$ cat src/rtl/mod_n_counter_pkg.sv
// Shared constants and width helper for the modulo-N counter.
package mod_n_counter_pkg;

  localparam int unsigned DEFAULT_N      = 6;
  localparam int unsigned DEFAULT_LENGTH = 3;

  // Bits needed to hold the values 0..n-1 (at least one bit).
  function automatic int unsigned req_width(input int unsigned n);
    int unsigned w;
    w = 1;
    while ((w < 32) && ((64'(1) << w) < 64'(n))) begin
      w = w + 1;
    end
    return w;
  endfunction

endpackage

$ cat src/rtl/mod_n_counter.sv
// Modulo-N up-counter with terminal-count flag and one-cycle wrap strobe.
// Optional synchronous load port enabled by defining MOD_N_COUNTER_LOAD_EN.
module mod_n_counter
  import mod_n_counter_pkg::*;
#(
  parameter int unsigned N      = DEFAULT_N,
  parameter int unsigned LENGTH = DEFAULT_LENGTH
) (
  input  logic              clk,
  input  logic              reset,
  input  logic              en,
  input  logic              clr,
`ifdef MOD_N_COUNTER_LOAD_EN
  input  logic              load,
  input  logic [LENGTH-1:0] load_val,
`endif
  output logic [LENGTH-1:0] counter,
  output logic              tc,
  output logic              wrap
);

  // Reject moduli that cannot be represented in LENGTH bits.
  if ((N < 2) || (req_width(N) > LENGTH)) begin : g_bad_params
    $fatal(1, "mod_n_counter: N=%0d illegal for LENGTH=%0d", N, LENGTH);
  end

  localparam logic [LENGTH-1:0] LAST = LENGTH'(N - 1);

  logic [LENGTH-1:0] counter_d, counter_q;
  logic              wrap_d, wrap_q;

  // Next count; out-of-range values fall into the non-wrapping reload path.
  always_comb begin
    counter_d = counter_q;
    wrap_d    = 1'b0;
    if (clr) begin
      counter_d = '0;
`ifdef MOD_N_COUNTER_LOAD_EN
    end else if (load) begin
      counter_d = (load_val <= LAST) ? load_val : '0;
`endif
    end else if (en) begin
      if (counter_q < LAST) begin
        counter_d = counter_q + LENGTH'(1);
      end else begin
        counter_d = '0;
        wrap_d    = (counter_q == LAST);
      end
    end
  end

  always_ff @(posedge clk or negedge reset) begin
    if (!reset) begin
      counter_q <= '0;
      wrap_q    <= 1'b0;
    end else begin
      counter_q <= counter_d;
      wrap_q    <= wrap_d;
    end
  end

  assign counter = counter_q;
  assign wrap    = wrap_q;
  assign tc      = (counter_q == LAST);

endmodule

$ cat config.mk
export PLATFORM = sky130hd
export DESIGN_NAME = mod_n_counter
export DESIGN_NICKNAME = d
export VERILOG_FILES = /design/src/rtl/mod_n_counter_pkg.sv /design/src/rtl/mod_n_counter.sv
export SDC_FILE = /design/constraint.sdc
export NUM_CORES = 1
export LEC_CHECK = 0
export ABC_CLOCK_PERIOD_IN_PS = 1400
export CAP_MARGIN = 20
export CORE_AREA = 2 2 39 41
export CTS_CLUSTER_DIAMETER = 80
export DETAILED_ROUTE_END_ITERATION = 6
export DIE_AREA = 0 0 41 43
export PLACE_DENSITY = 0.41
export SYNTH_ARGS = -nofsm -noshare
export SYNTH_HDL_FRONTEND = slang
export SYNTH_SLANG_ARGS = --single-unit
$ cat constraint.sdc
create_clock -name clk -period 1.4 [get_ports clk]
set_clock_uncertainty 0.2 [all_clocks]
set_input_delay 0.28 -clock clk [delete_from_list [all_inputs] [get_ports clk]]
set_output_delay 0.28 -clock clk [all_outputs]
set_load 0.05 [all_outputs]
== Word level (Yosys, flattened, before mapping) ==
Index checks and enable logic that the tools add are counted.
Widths: inputs -> output; s select.

* Register bits after elaboration: 4
* Output and inout port bits: 5
* Word-level logic and storage cells: 12

* Add/subtract/negate cells: 1
* Magnitude comparators: 1
* Equal/unequal tests: 1
* Mux-type cells: 6
* Reduce and logical (&&, ||, !) cells: 1

{| class="wikitable"
|+ Operator list
! cell !! number
|-
| $mux 3 || 3
|-
| $add 3x1->3 const B || 1
|-
| $eq 3x3->1 const B || 1
|-
| $lt 3x3->1 const B || 1
|-
| $mux 1 || 3
|-
| $reduce_bool 2->1 || 1
|}

== Depth between registers and ports, before layout ==
Gate-level depths: netlist of run 1.

* Word-level depth: 4
* Gate-level depth with buffers: 4

== Least setup slack after synthesis of run 1 ==
Ideal clock, no wire load.

* Path kind: register to register
* From: reg counter_q[0], in the netlist counter[0]
* To: reg wrap_q, in the netlist wrap
* Library setup time: 0.068 ns
* Arrival time: 1.646 ns
* Required time: 1.132 ns
* Setup slack: -0.514 ns
* Stages on the path, launching flop included: 4
* Path buffers: 0
* Clock period less this slack: 1.914 ns
* Cells stage by stage: dfrtp_1 > ha_1 > and2_1 > and4bb_2

* Word-level cells in the longest chain between the ends: 4
* Elaborated cells on any way between the ends: 5

{| class="wikitable"
|+ RTL lines
! element !! RTL line !! source
|-
| start: declaration || mod_n_counter.sv:29 || <nowiki>logic [LENGTH-1:0] counter_d, counter_q;</nowiki>
|-
| start signal: assignment || mod_n_counter.sv:57 || <nowiki>counter_q <= counter_d;</nowiki>
|-
| $eq 3x3->1 || -- ||
|-
| named net tc || mod_n_counter.sv:18 || <nowiki>output logic tc,</nowiki>
|-
| $mux 1 || mod_n_counter.sv:43 || <nowiki>if (counter_q < LAST) begin</nowiki>
|-
| $mux 1 || mod_n_counter.sv:42 || <nowiki>end else if (en) begin</nowiki>
|-
| $mux 1 || mod_n_counter.sv:36 || <nowiki>if (clr) begin</nowiki>
|-
| named net wrap_d || mod_n_counter.sv:30 || <nowiki>logic wrap_d, wrap_q;</nowiki>
|-
| end signal: assignment || mod_n_counter.sv:58 || <nowiki>wrap_q <= wrap_d;</nowiki>
|-
| end: declaration || mod_n_counter.sv:30 ||
|}

The timed path passes the listed nets, and every way through them passes these cells.
A chain may end at the register's enable or synchronous reset.

== Worst setup path in the final report of run 1 ==
* From: reg counter_q[1], in the netlist counter[1]
* To: out tc

* Word-level cells in the longest chain between the ends: 1

{| class="wikitable"
|+ RTL lines
! element !! RTL line !! source
|-
| $eq 3x3->1 || mod_n_counter.sv:64 || <nowiki>assign tc = (counter_q == LAST);</nowiki>
|-
| end: declaration || mod_n_counter.sv:18 ||
|}

No other way between the ends.

==> summary.md, run 1 <==
| Metric | Value |
|---|---|
| Pint | `287 uW` |
| Peak VDD IR | `0.000330 V` |
| Chip height | `43 um` |
| Initial DRC count | `7` |
| Number of warnings issued by yosys | `0` |
| Violated checks | `negative setup slack` |
| Finish-stage setup viols | `4` |
| Switch share | `29.8%` |
| DR DRC count | `0` |
| Cells after Synth | `21` |
| Synth area leaders | `dfrtp_1 (44%), ha_1 (11%), a2111oi_2 (6.6%)` |
| Worst hold slack | `0.0184 ns` |
| Clk pwr share | `42.5%` |
| Distinct cells, synth | `14` |
| Standard-cell row count | `14` |
| Clock transition at path regs | `0.05 ns` |
| Final Hold Vio Count | `0` |
| DP HPWL | `383 um` |
| CTS tree | `yes` |
| Pre-CTS setup slack | `-0.209 ns` |
| Kind of critical path | `flop to primary output` |
| Setup TNS | `-0.654 ns` |
| Core area | `0.00138 sq mm` |
| Final nets | `47` |
| Hold bufs inserted after CTS | `0` |
| #FFs+latches synth | `4` |
| Gr usage total | `9.19%` |
| H-tree Lvls | `1` |
| Sequential area share after synthesis | `44.0%` |
| Slew Limit Fails | `0` |
| Worst Max-Slew Pin Slew | `0.295 ns` |
| Fin cells | `56` |
| Placed cells | `49` |
| Gate power share | `26.2%` |
| Max Freq | `628 MHz` |
| Sequential Power Share | `31.3%` |
| Top Ports | `9` |
| Worst Setup End Kind | `primary output` |
| Initial core utilization | `16.5%` |
| Vias in the first global route | `236` |
| Area after DPL | `417 sq um` |
| Worst EP arrival | `1.11 ns` |
| Sw Pwr | `122 uW` |
| Period utilization | `114%` |
| Outcome | `finished, violations left` |
| Root buffer cell | `clkbuf_4` |
| Clock sink total | `4` |
| Ant. Diodes | `0` |
| Final Critical Period | `1.59 ns` |
| Final ANT Viol Nets | `0` |
| Critical Path Start Type | `flop` |
| Per-cell routed wire length | `10.6 um` |
| R2r worst-path depth | `4` |
| RSZ-0062 raised after global routing | `yes` |
| Clk_lat worst skew | `0.26 ns` |
| Leading area contributor after synthesis | `dfrtp_1` |
| Antenna violations before repair | `0` |
| Layout area overhead | `109%` |
| TritonRoute pass-1 iters | `4` |
| Top FF cell, synth | `dfrtp_1` |
| Setup ws final | `-0.193 ns` |
| Worst-case clock buffer depth | `2` |
| CP Max Fanout | `2` |
| Syn Nets | `27` |
| Asr flop ratio synth | `100%` |
| Average size of a mapped cell | `10.8 sq um` |
| Number of buffers created by CTS | `3` |
| Worst Hold Class | `primary input to asynchronous set/reset pin` |
| GP Congestion | `0.736` |
| Leakage | `0.208 nW` |
| Most common cell in the netlist | `dfrtp_1` |
| Largest net degree at the start of global routing | `8` |
| Most frequent cells after synthesis | `dfrtp_1 (4), a21oi_1 (2), ha_1 (2), nand2_1 (2), nor2_1 (2)` |
| Total congestion overflow | `0` |
| First-pass GRT wire length | `1010 um` |
| Layout cells sized above 1 | `62.5%` |
| Post-synth EDFFs | `0` |
| Relative slew slack | `80.3%` |
| Drt via density | `4.13` |
| Mapped cell area | `228 sq um` |
| Worst Path Required | `0.92 ns` |
| Die area | `0.00176 sq mm` |
| Die width | `41 um` |
| Pwr dens | `859 mW/mm^2` |
| Share of the synthesized area in the top cell type | `44.0%` |
| Post-route cell area | `475 sq um` |
| Max-cap violations | `0` |
| Via count | `231` |
| Routed wire length | `593 um` |
| Input/output buffers | `8` |
-- timing repair --
| item | in CTS | in global routing |
|---|---|---|
| pin swaps | 0 | 1 |
| cloned | 0 | 0 |
| endpoints found under the hold margin | 0 | 0 |
| setup buffers | 2 | 1 |
| setup endpoints to repair | 4 | 5 |
| resized for setup | 1 | 0 |
-- cells by family (layout without fill, tap and decap cells) --
group,Yosys count,count (layout),synth area share [%]
flip-flops,4,4,44.0
buffers and inverters,1,20,1.65
AND/OR/NAND/NOR,10,10,28.0
AO/OA/AOI/OAI,4,4,15.4
adder cells (fa/ha/maj),2,2,11.0
-- power groups by stage --
stage / Clock, mW / Combinational (mW) / Sequential, mW
after detailed placement: 0 / 0.0900 / 0.136
after global placement: 0 / 0.0892 / 0.136
after floorplan: 0 / 0.0204 / 0.150
after global routing: 0.179 / 0.116 / 0.128
final: 0.173 / 0.107 / 0.128
after CTS: 0.175 / 0.108 / 0.128
-- layer usage --
metal	global-route usage (%)	routed length (um)
met1	10.8	244
met2	12.2	297
met3	2.09	27
met4	10.0	23
met5	0	0
-- per-stage QoR --
step	util, %	power [mW]
final	34.4	0.408
after CTS	33.8	0.410
after floorplan	-	0.171
after global routing	34.4	0.423
after detailed placement	30.1	0.226
after global placement	30.1	0.225
-- flip-flops by register name, summed over array words and instances, names as in the netlist --
signal	cells
counter	3
wrap	1
-- area by class of cell --
| class | instances | area [sq um] |
|---|---|---|
| repair buffers | 15 | 183 |
| inverters | 1 | 3.75 |
| flip-flops and latches | 4 | 104 |
| multi-input cells | 16 | 139 |
| fillers | 135 | 908 |
| clock buffers | 4 | 26.3 |
| well taps | 16 | 20.0 |
-- final timing paths --
check                            from          to  slack (ns)
setup / recovery           counter[1]          tc       -0.19
hold / removal                  reset  counter[1]        0.02
setup reg to reg           counter[0]  counter[2]       -0.10
hold reg to reg            counter[0]  counter[1]        0.39
max in group asynchronous       reset  counter[0]        0.79
min in group clk           counter[0]  counter[1]        0.39
-- layout by cell type, fill, tap and decap left out --
cell type	count
a2111oi_2	1
a21oi_1	2
and2_4	1
and4bb_2	1
buf_12	5
buf_4	7
clkbuf_1	1
clkbuf_4	3
clkdlybuf4s50_1	3
dfrtp_1	1
dfrtp_2	3
ha_1	1
ha_4	1
inv_2	1
nand2_1	2
nand2b_1	1
nand3b_1	1
nor2_1	2
nor2_2	1
nor3_2	1
o311a_1	1
-- worst max-delay path: stages, from the launching register on --
cell	delay, ns
dfrtp_2	0.41
inv_2	0.06
ha_4	0.11
and2_4	0.15
buf_12	0.13
No activity file was read; power rests on OpenSTA's default activity.
==> inputs of run 2 (changes only) <==
Settings changed: ABC_CLOCK_PERIOD_IN_PS 1400 to 1500, PLACE_DENSITY 0.41 to 0.39.
Clock period 1.4 ns to 1.5 ns, I/O delays scaled along.
==> summary.md, run 2 (synthesis gave the netlist of run 1 again) <==
| Metric | Value |
|---|---|
| Outcome | `finished, violations left` |
| Violated checks | `negative setup slack` |
| Ant. Diodes | `0 (unchanged)` |
| RR Startpoint | `counter[0]` |
| Finish-stage setup viols | `2 (-2)` |
| Die width | `41 um (unchanged)` |
| Reg2reg end | `counter[2]` |
| R2R Setup Slk | `0.07 ns (+0.17 ns)` |
| Slew Limit Fails | `0 (unchanged)` |
| TritonRoute pass-1 iters | `2 (-2)` |
| Layout area overhead | `100%` |
| Area of the multi-input gates | `141 sq um (+1.8%)` |
| RSZ-0062 raised after global routing | `yes` |
| Per-cell routed wire length | `10.2 um (-3.6%)` |
| GP Congestion | `0.682 (-7.3%)` |
| End-of-flow core utilization | `32.9% (-1.4 points)` |
| Standard-cell row count | `14 (unchanged)` |
| Area after DPL | `402 sq um (-3.6%)` |
| First-pass GRT wire length | `848 um (-16%)` |
| Pwr dens | `794 mW/mm^2 (-7.5%)` |
| Clk_lat worst skew | `0.24 ns (-0.02 ns)` |
| Total congestion overflow | `0 (unchanged)` |
| Number of buffers created by CTS | `3 (unchanged)` |
| CTS tree | `yes` |
| Chip height | `43 um (unchanged)` |
| Top Ports | `9 (unchanged)` |
| Crit path to | `tc` |
| H-tree Lvls | `1 (unchanged)` |
| Antenna violations before repair | `0 (unchanged)` |
| Worst-case clock buffer depth | `2 (unchanged)` |
| Initial DRC count | `3 (-4)` |
| Initial core utilization | `16.5% (unchanged)` |
| Final ANT Viol Nets | `0 (unchanged)` |
| Leakage | `0.188 nW (-9.9%)` |
| Largest register FFs | `3 (unchanged)` |
| CP startpoint | `counter[0]` |
| DR DRC count | `0 (unchanged)` |
| Clock sink total | `4 (unchanged)` |
| Most common cell after layout, fill and taps aside | `buf_12` |
| Worst Path Required | `1.00 ns (+0.08 ns)` |
| Setup ws final | `-0.0998 ns (+0.0932 ns)` |
| Largest net degree at the start of global routing | `7 (-1)` |
| Input/output buffers | `8 (unchanged)` |
| Fin cells | `53 (-5.4%)` |
| Via count | `225 (-2.6%)` |
| Final-layout fill cell count | `145 (+7.4%)` |
| Max-cap violations | `0 (unchanged)` |
| DP HPWL | `395 um (+3.2%)` |
| Worst EP arrival | `1.10 ns (about the same)` |
| Layout cells sized above 1 | `62.2% (-0.34 points)` |
| Relative slew slack | `80.6% (+0.26 points)` |
| Hold bufs inserted after CTS | `0 (unchanged)` |
| Worst Max-Slew Pin Slew | `0.291 ns (-0.00385 ns)` |
| Gr usage total | `7.36% (-1.8 points)` |
| Register area | `104 sq um (unchanged)` |
| Final Critical Period | `1.60 ns` |
| Total power | `362 uW (-11%)` |
| Core area | `0.00138 sq mm (unchanged)` |
| Peak VDD IR | `0.000253 V (-23%)` |
| Drt via density | `4.25 (+2.9%)` |
| Highest-count cells in the layout ignoring fill and taps | `buf_12 (5), buf_4 (4), clkbuf_4 (3), dfrtp_2 (3), clkdlybuf4s50_1 (3)` |
| Final nets | `44 (-6.4%)` |
| Kind of critical path | `flop to primary output` |
| Worst Setup End Kind | `primary output` |
| Clock transition at path regs | `0.04 ns (about the same)` |
| Placed cells | `47 (-4.1%)` |
| Routed wire length | `541 um (-8.8%)` |
| Worst Hold Class | `primary input to asynchronous set/reset pin` |
| Max Freq | `625 MHz` |
| Period utilization | `107%` |
| CP Max Fanout | `2 (unchanged)` |
| Root buffer cell | `clkbuf_4` |
| Vias in the first global route | `208 (-12%)` |
| R2r worst-path depth | `4 (unchanged)` |
| Post-route cell area | `455 sq um (-4.2%)` |
| Die area | `0.00176 sq mm (unchanged)` |
| Critical Path Start Type | `flop` |
| Final Hold Vio Count | `0 (unchanged)` |
| Worst hold slack | `0.0586 ns (+0.0402 ns)` |
==> run 2: cell types whose count changed in the layout (fill, tap and decap cells not counted), sizes merged <==
| cell | before | now |
|---|---|---|
| buf | 12 | 9 |
==> run 2: worst max-delay path: stages (launching register included) <==
cell and delay (ns):
dfrtp_2 0.42, ha_4 0.16, and2_4 0.16, buf_12 0.14
==> run 2: where the power goes <==
group / internal, mW / leakage, nW / switching (mW)
clock network: 0.100 / 0.0150 / 0.0466
logic: 0.0487 / 0.123 / 0.0471
registers: 0.114 / 0.0496 / 0.00515
==> run 2: worst min-delay path by stage <==
stage / startpoint / end / slack, ns / depth (start not counted)
floorplan: reset / counter[0] / -0.20 / 0
global placement: reset / wrap / 0.31 / 1
detailed placement: reset / wrap / 0.31 / 1
CTS: reset / counter[1] / 0.06 / 1
global route: reset / counter[2] / 0.08 / 1
finish: reset / counter[2] / 0.06 / 1
==> run 2: area by class of cell <==
| type | count | area share, % |
|---|---|---|
| timing repair buffer | 12 | 35.2 |
| sequential | 4 | 22.8 |
| tap | 16 | 4.40 |
| clock buffer | 4 | 5.77 |
| multi-input combinational | 16 | 31.0 |
| inverter | 1 | 0.824 |
==> run 2: per-layer routing <==
| layer | vias up | track usage (%) | share of wire [%] |
|---|---|---|---|
| li1 | 109 | - | - |
| met1 | 105 | 9.45 | 41 |
| met2 | 9 | 9.69 | 49 |
| met3 | 2 | 2.09 | 5.9 |
| met4 | 0 | 6.00 | 3.1 |
| met5 | - | 0 | 0 |
==> run 2: stage by stage <==
step / setup WS [ns] / TNS, ns
after floorplan: -0.0198 / -0.0198
after global placement: -0.0955 / -0.166
after detailed placement: -0.131 / -0.258
after CTS: -0.110 / -0.229
after global routing: -0.130 / -0.258
final: -0.0998 / -0.186
==> run 2: repair_timing <==
item / 4_1_cts / 5_1_grt
buffers inserted: 2 / 0
pin swaps: 0 / 1
resized for setup: 1 / 1
setup endpoints to repair: 1 / 3
